$ cat config.mk
export PLATFORM = sky130hd
export DESIGN_NAME = prim_clog2_seq
export DESIGN_NICKNAME = d
export VERILOG_FILES = /design/src/rtl/prim_clog2_seq.sv
export SDC_FILE = /design/constraint.sdc
export NUM_CORES = 1
export LEC_CHECK = 0
export ABC_CLOCK_PERIOD_IN_PS = 2900
export BUFFER_PORTS_ARGS = -buffer_cell sky130_fd_sc_hd__buf_2
export CAP_MARGIN = 5
export CORE_AREA = 4 4 98 100
export DETAILED_ROUTE_END_ITERATION = 10
export DIE_AREA = 0 0 102 104
export PLACE_DENSITY_LB_ADDON = 0.25
export SKIP_LAST_GASP = 1
export SLEW_MARGIN = 20
export SYNTH_ARGS = -nofsm -noshare
export SYNTH_HDL_FRONTEND = slang
export SYNTH_SLANG_ARGS = --single-unit
$ cat constraint.sdc
create_clock -name clk_i -period 2.9 [get_ports clk_i]
set_clock_uncertainty 0.2 [all_clocks]
set_input_delay 0.145 -clock clk_i [delete_from_list [all_inputs] [get_ports clk_i]]
set_output_delay 0.145 -clock clk_i [all_outputs]
set_load 0.005 [all_outputs]
$ cat src/rtl/prim_clog2_seq.sv
// Sequential clog2 / vbits / pow2 unit: one shift iteration per cycle behind a
// valid/ready request and response handshake.
module prim_clog2_seq #(
   parameter int unsigned Width = 32
) (
   input  logic             clk_i,
   input  logic             rst_ni,
   input  logic             req_valid_i,
   output logic             req_ready_o,
   input  logic [1:0]       req_mode_i,
   input  logic [Width-1:0] req_value_i,
   output logic             rsp_valid_o,
   input  logic             rsp_ready_i,
   output logic [Width-1:0] rsp_result_o,
   output logic             rsp_overflow_o,
   output logic             rsp_error_o,
   output logic             busy_o
);

   localparam int unsigned CntW = $clog2(Width + 1);
   localparam logic [Width-1:0] WidthVal = Width'(Width);

   typedef enum logic [1:0] {StIdle, StCalc, StResp} state_e;
   typedef enum logic [1:0] {ModeClog2, ModeVbits, ModePow2, ModeIllegal} mode_e;

   state_e            state_q;
   mode_e             mode_q;
   logic [Width-1:0]  v_q;
   logic [Width-1:0]  result_q;
   logic [CntW-1:0]   cnt_q;
   logic              rsp_valid_q;
   logic              overflow_q;
   logic              error_q;

   always_ff @(posedge clk_i) begin
      if (!rst_ni) begin
         state_q     <= StIdle;
         mode_q      <= ModeClog2;
         v_q         <= '0;
         result_q    <= '0;
         cnt_q       <= '0;
         rsp_valid_q <= 1'b0;
         overflow_q  <= 1'b0;
         error_q     <= 1'b0;
      end else begin
         unique case (state_q)
            StIdle: begin
               if (req_valid_i) begin
                  mode_q     <= mode_e'(req_mode_i);
                  v_q        <= '0;
                  result_q   <= '0;
                  cnt_q      <= '0;
                  overflow_q <= 1'b0;
                  error_q    <= 1'b0;
                  state_q    <= StCalc;
                  unique case (mode_e'(req_mode_i))
                     ModeClog2, ModeVbits: begin
                        if (req_value_i != '0) v_q <= req_value_i - Width'(1);
                        // vbits(1) is 1 rather than 0; no iterations needed
                        if (mode_e'(req_mode_i) == ModeVbits && req_value_i == Width'(1)) begin
                           result_q <= Width'(1);
                        end
                     end
                     ModePow2: begin
                        if (req_value_i < WidthVal) begin
                           result_q <= Width'(1);
                           cnt_q    <= req_value_i[CntW-1:0];
                        end else begin
                           overflow_q <= 1'b1;
                        end
                     end
                     default: error_q <= 1'b1;
                  endcase
               end
            end
            StCalc: begin
               unique case (mode_q)
                  ModeClog2, ModeVbits: begin
                     if (v_q != '0) begin
                        v_q      <= v_q >> 1;
                        result_q <= result_q + Width'(1);
                     end else begin
                        state_q     <= StResp;
                        rsp_valid_q <= 1'b1;
                     end
                  end
                  ModePow2: begin
                     // Overflow loads cnt_q = 0, so it terminates here too
                     if (cnt_q != '0) begin
                        result_q <= result_q << 1;
                        cnt_q    <= cnt_q - CntW'(1);
                     end else begin
                        state_q     <= StResp;
                        rsp_valid_q <= 1'b1;
                     end
                  end
                  default: begin
                     state_q     <= StResp;
                     rsp_valid_q <= 1'b1;
                  end
               endcase
            end
            StResp: begin
               if (rsp_ready_i) begin
                  state_q     <= StIdle;
                  rsp_valid_q <= 1'b0;
               end
            end
            default: state_q <= StIdle;
         endcase
      end
   end

   // Gated by rst_ni so no request appears acceptable while reset is held
   assign req_ready_o    = (state_q == StIdle) && rst_ni;
   assign rsp_valid_o    = rsp_valid_q;
   assign rsp_result_o   = result_q;
   assign rsp_overflow_o = overflow_q;
   assign rsp_error_o    = error_q;
   assign busy_o         = (state_q != StIdle);

endmodule

== Yosys cells after proc, flatten, opt, wreduce, memory -nomap -nowiden ==
Index checks and enable logic that the tools add are counted.

* ROM bits: 0
* Bits in writable memories: 0
* Logic and storage cells: 84
* Memories kept: 0
* Input port bits: 38
* Latch bits: 0
* Register bits after elaboration: 77
* Output and inout bits: 37

* $lt $le $gt $ge: 1
* Shift operators: 0
* Add/subtract/negate cells: 3
* Multipliers: 0
* Equal/unequal tests: 18
* Div/mod/pow operators: 0
* Bitwise logic cells: 0
* Reductions and logical operators: 20
* Muxes and demuxes: 34

{| class="wikitable"
|+ Operators by type and width
! kind !! count
|-
| 2-to-1 mux 32 bit || 8
|-
| case mux 32 bit (2 select lines) || 3
|-
| nonzero test 32 bit || 2
|-
| adder 32 x 1 -> 32 bit (second input constant) || 1
|-
| == test 32 x 1 -> 1 bit (second input constant) || 1
|-
| less-than comparator 32 x 6 -> 1 bit (second input constant) || 1
|-
| subtractor 32 x 1 -> 32 bit (second input constant) || 1
|-
| 2-to-1 mux 6 bit || 5
|-
| AND reduction 4 bit || 4
|-
| != test 3 bit (second input constant) || 4
|-
| case mux 6 bit (2 select lines) || 1
|-
| != test 2 bit (second input constant) || 5
|-
| 2-to-1 mux 1 bit || 8
|-
| 2-to-1 mux 2 bit || 4
|-
| == test 2 x 1 -> 1 bit (second input constant) || 3
|-
| == test 2 bit (second input constant) || 3
|-
| logical NOT 2 bit || 3
|-
| case mux 1 bit (2 select lines) || 3
|-
| case mux 2 bit (3 select lines) || 1
|-
| nonzero test 2 bit || 3
|-
| nonzero test 6 bit || 1
|-
| subtractor 6 x 1 -> 6 bit (second input constant) || 1
|-
| AND reduction 5 bit || 1
|-
| case mux 2 bit (2 select lines) || 1
|-
| other kinds (6) || 8
|}

== Logic depth before layout (Yosys ltp) ==
* Word-level depth: 6
* Gate-level depth with buffers: 8
* Gate-level depth less buffers: 7

== Worst setup path before layout ==
No wires, ideal clock.

* Path type: register to register
* From: register result_q[0], in the netlist rsp_result_o[0]
* To: register result_q[24], in the netlist rsp_result_o[24]
* Arrival: 1.933 ns
* Library setup time: 0.117 ns
* Data required time: 2.583 ns
* Stages on the path, launching flop included: 8
* Path buffers: 1
* Slack: 0.650 ns
* Period minus slack after synthesis: 2.250 ns
* Cells stage by stage: dfxtp_1 > ha_1 > and4_1 > buf_2 > nand4_1 > or3_1 > a22o_1 > a22o_1

* Longest elaborated chain between the ends: 4

{| class="wikitable"
|+ Ends and longest elaborated chain
! element !! line !! text
|-
| from (decl) || 29 || <nowiki>logic [Width-1:0] result_q;</nowiki>
|-
| from (signal assigned) || 61 || <nowiki>result_q <= Width'(1);</nowiki>
|-
| from (signal assigned) || 66 || <nowiki>result_q <= Width'(1);</nowiki>
|-
| from (signal assigned) || 81 || <nowiki>result_q <= result_q + Width'(1);</nowiki>
|-
| adder 32 x 1 -> 32 bit || 81 ||
|-
| 2-to-1 mux 32 bit || 79 || <nowiki>if (v_q != '0) begin</nowiki>
|-
| case mux 32 bit (2 select lines) || 77 || <nowiki>unique case (mode_q)</nowiki>
|-
| case mux 32 bit (2 select lines) || 46 || <nowiki>unique case (state_q)</nowiki>
|}

No other way between the ends. The select of a mux whose other input is x is not followed.
A chain may end at the register's enable or synchronous reset.

== Worst setup path in the final report ==
* From: register v_q[26]
* To: register result_q[6], in the netlist rsp_result_o[6]

* Longest elaborated chain between the ends: 3

{| class="wikitable"
|+ Ends and longest elaborated chain
! element !! line !! text
|-
| from (decl) || 28 || <nowiki>logic [Width-1:0] v_q;</nowiki>
|-
| from (signal assigned) || 58 || <nowiki>if (req_value_i != '0) v_q <= req_value_i - Width'(1);</nowiki>
|-
| from (signal assigned) || 80 || <nowiki>v_q <= v_q >> 1;</nowiki>
|-
| nonzero test 32 bit || 79 ||
|-
| != test 3 bit (no line) || -- ||
|-
| AND reduction 5 bit (no line) || -- ||
|-
| to (signal assigned) || 66 ||
|-
| to (signal assigned) || 81 ||
|-
| to (signal assigned) || 90 || <nowiki>result_q <= result_q << 1;</nowiki>
|}

No other way between the ends.

==> impl_metrics.csv <==
group,metric,value,unit
finish,final_common_cell,"dfxtp_1",
clocking,post_cts_buffers,0,
min_path,min-delay-start,"req_value_i[15]",
synthesis,postSynthCellCount,622,
min_path,hold_path.class,"input port to flop",
global_route,grt_max_degree,39,
clocking,root_buffer,"clkbuf_8",
sta,max_freq,380,MHz
power,p_per_area,481,nW/um^2
drt,drt_first_iter_violations,490,
sta,period_minus_slack,2.63,ns
drt,via_count,5494,
power,vdd_drop_max,0.000269,V
synthesis,synth.yosys.seq_area_share,31.0,%
worst_setup_path,critical_path_class,"flop to flop",
clocking,clock_sinks,77,
placement,postPlaceCellArea,5470,sq um
worst_setup_path,cp_num_buf_inv,1,
finish,instances_no_fill,814,
floorplanning,start_util,57.3,%
min_path,min_path_cells,4,
clocking,ctsResizeCount,0,
global_route,grt_pass1_wl,24200,um
sta,period_share,90.7,%
worst_setup_path,path_max_fanout,16,
synthesis,yosysUniqueCellTypes,77,
drt,ant_nets,0,
synthesis,netlist_area,4970,sq um
power,switching_share,33.2,%
worst_setup_path,arrival,2.65,ns
run,drv_cap,0,
sta,finalHoldViolations,0,
worst_setup_path,r2r_slack,0.27,ns
worst_setup_path,cp-start-kind,"flop",
global_route,grt_pass1_vias,4957,
drt,via_per_inst,6.75,
clocking,clock_latency,0.36,ns
synthesis,yosys-top-cells-area,"dfxtp_1 31%, nand2_1 4.5%, nor4_1 3.7%",
synthesis,ys_warn_count,0,
synthesis,synth_edf_count,0,
clocking,clk_pin_slew,0.08,ns
power,net-switching-power,926,uW
clocking,clock_path_buffers,2,
synthesis,synth.top_cell.area_share,31.0,%
finish,area_delta_synth_final,16.8,%
placement,hpwlAfterDp,10700,um
global_route,grt_overflow,0,
clocking,h-tree-depth,3,
placement,finalWeightedCongestion,0.898,
global_route,grt_antenna_before_repair,0,
worst_setup_path,required,2.93,ns
drt,drc,0,
sta,rsz0062_at_grt,"false",
worst_setup_path,cpPeakStageDelay,0.61,ns
floorplanning,die_y,104,um
min_path,min_to,"v_q[15]$_SDFFE_PN0P_",
floorplanning,ios,75,
synthesis,ys_ff_latch,77,
placement,dp_cells,786,
finish,antenna-diode-count,0,
worst_setup_path,rr_startpoint,"v_q[26]$_SDFFE_PN0P_",
drt,wl_per_cell,18.4,um
drt,drt_wl_total,14900,um
synthesis,synthesis.nets,665,
floorplanning,fp.coreArea,8680,sq um
power,power.share.clock,32.3,%
power,p_int,1870,uW
global_route,grt_usage,27.5,%
sta,slew_viol_final,0,
worst_setup_path,worstPathCellList,"nor4_1 > nand4_1 > o31a_1 > buf_4 > o221ai_1 > a21oi_1",
power,p_leak,0.00212,uW
synthesis,synth_top_area_cell,"dfxtp_1",
synthesis,syn_avg_cell_area,7.99,sq um
sta,worst_pin_slew,0.986,ns
clocking,cts_buffers,9,
worst_setup_path,rr_endpoint,"rsp_result_o[6]$_SDFFE_PN0P_",
run_status,status,"completed",
clocking,cts_tree,"built",
sta,setup_tns,0,ns
finish,post-route-util,66.9,%
synthesis,ys.flop_type,"dfxtp_1",
floorplanning,rows,34,
finish,nNetsFinal,744,
power,power_frac_seq,42.6,%
worst_setup_path,r2r_cells,6,
finish,design_area,5810,sq um
worst_setup_path,crit_path_end_kind,"flop",
power,comb_power_share,25.1,%
synthesis,synthArstFlopShare,0,%
floorplanning,die_area,10600,sq um
placement,io_buffers,74,
floorplanning,dieWidth,102,um
finish,final_cell_mix,"77 x dfxtp_1, 74 x buf_2, 59 x nand2_1",
sta,finalSetupViolations,0,
finish,fillCellCount,766,
drt,detail_route.first_pass.iterations,5,
sta,slew_headroom,34.3,%
worst_setup_path,cp_top_family,"compound AO/OA/AOI/OAI gates",
finish,drive_above_1_share,20.1,%
worst_setup_path,cpMaxStageDelayCell,"o31a_1",
power,power,2790,uW
[area by class of cell]
type	count	area [sq um]	share of cell area [%]
well taps	108	135	2.33
clock inverters	6	87.6	1.51
clock buffers	10	128	2.20
inverters	18	67.6	1.16
flip-flops and latches	77	1540	26.6
multi-input cells	485	3180	54.7
repair buffers	110	671	11.6
[registers in the layout (all words and copies together), names as in the netlist]
name            flops
cnt_q               6
mode_q              2
rsp_error_o         1
rsp_overflow_o      1
rsp_result_o       32
rsp_valid_o         1
state_q             2
v_q                32
[synthesized netlist by cell type (all sizes together), types with 7 or more instances]
master,instances
clkbuf,28
nor2,41
or3,8
o31a,12
xnor2,12
a22o,10
dfxtp,77
o21a,7
o31ai,10
a22oi,19
o22ai,13
a21oi,33
nand4,17
a211oi,8
o21ai,37
buf,14
a31oi,11
nor3,21
nand3,21
nor4,33
inv,18
nand2,60
[power groups by stage]
| stage | Clock, uW | Sequential [uW] | Combinational (uW) |
|---|---|---|---|
| 6_report | 902 | 1190 | 701 |
| 5_1_grt | 946 | 1200 | 762 |
| 4_1_cts | 902 | 1190 | 687 |
| 3_5_place_dp | 0 | 1210 | 672 |
| 3_3_place_gp | 0 | 1210 | 656 |
| 2_1_floorplan | 0 | 1190 | 465 |
[worst register-to-register path, delay by kind of cell (launching register included)]
kind	cells	cell delay [ns]
AND/OR/NAND/NOR	2	0.82
AO/OA/AOI/OAI	3	0.90
flip-flops	1	0.33
buffers and inverters	1	0.26
[worst max-delay path by stage]
stage,start,to,slack [ns],cells past startpoint
2_1_floorplan,rsp_result_o[0]$_SDFFE_PN0P_,rsp_result_o[24]$_SDFFE_PN0P_,0.65,7
3_3_place_gp,v_q[2]$_SDFFE_PN0P_,rsp_result_o[6]$_SDFFE_PN0P_,0.39,6
3_5_place_dp,v_q[26]$_SDFFE_PN0P_,rsp_result_o[4]$_SDFFE_PN0P_,0.36,6
4_1_cts,v_q[26]$_SDFFE_PN0P_,rsp_result_o[4]$_SDFFE_PN0P_,0.35,6
5_1_grt,v_q[26]$_SDFFE_PN0P_,rsp_result_o[6]$_SDFFE_PN0P_,0.22,6
6_report,v_q[26]$_SDFFE_PN0P_,rsp_result_o[6]$_SDFFE_PN0P_,0.27,6
[per-stage QoR]
| stage | hold WS, ns | worst slack (ns) |
|---|---|---|
| after floorplan | 0.0810 | 0.650 |
| after global placement | 0.245 | 0.388 |
| after detailed placement | 0.239 | 0.364 |
| after CTS | 0.0131 | 0.353 |
| after global routing | 0.0377 | 0.218 |
| final | 0.0139 | 0.271 |
[per-layer routing]
layer	GRT usage, %	vias to the layer above	share of wire (%)
met2	44.9	264	49
li1	-	2598	-
met1	36.0	2590	41
met4	10.2	0	2.3
met5	0	-	0
met3	4.43	42	7.7
[repair_timing]
item,4_1_cts,5_1_grt
hold endpoints to repair,15,0
hold buffers,12,0
endpoints found under the setup margin,0,0
[kinds of logic after synthesis]
| logic type | synth area share (%) |
|---|---|
| compound gates | 31.8 |
| buf+inv | 5.09 |
| flops | 31.0 |
| xor+xnor | 2.82 |
| mux | 0.403 |
| fa+ha+maj | 1.26 |
| simple gates | 27.6 |
Note: power is estimated with default switching activity, not from simulation.
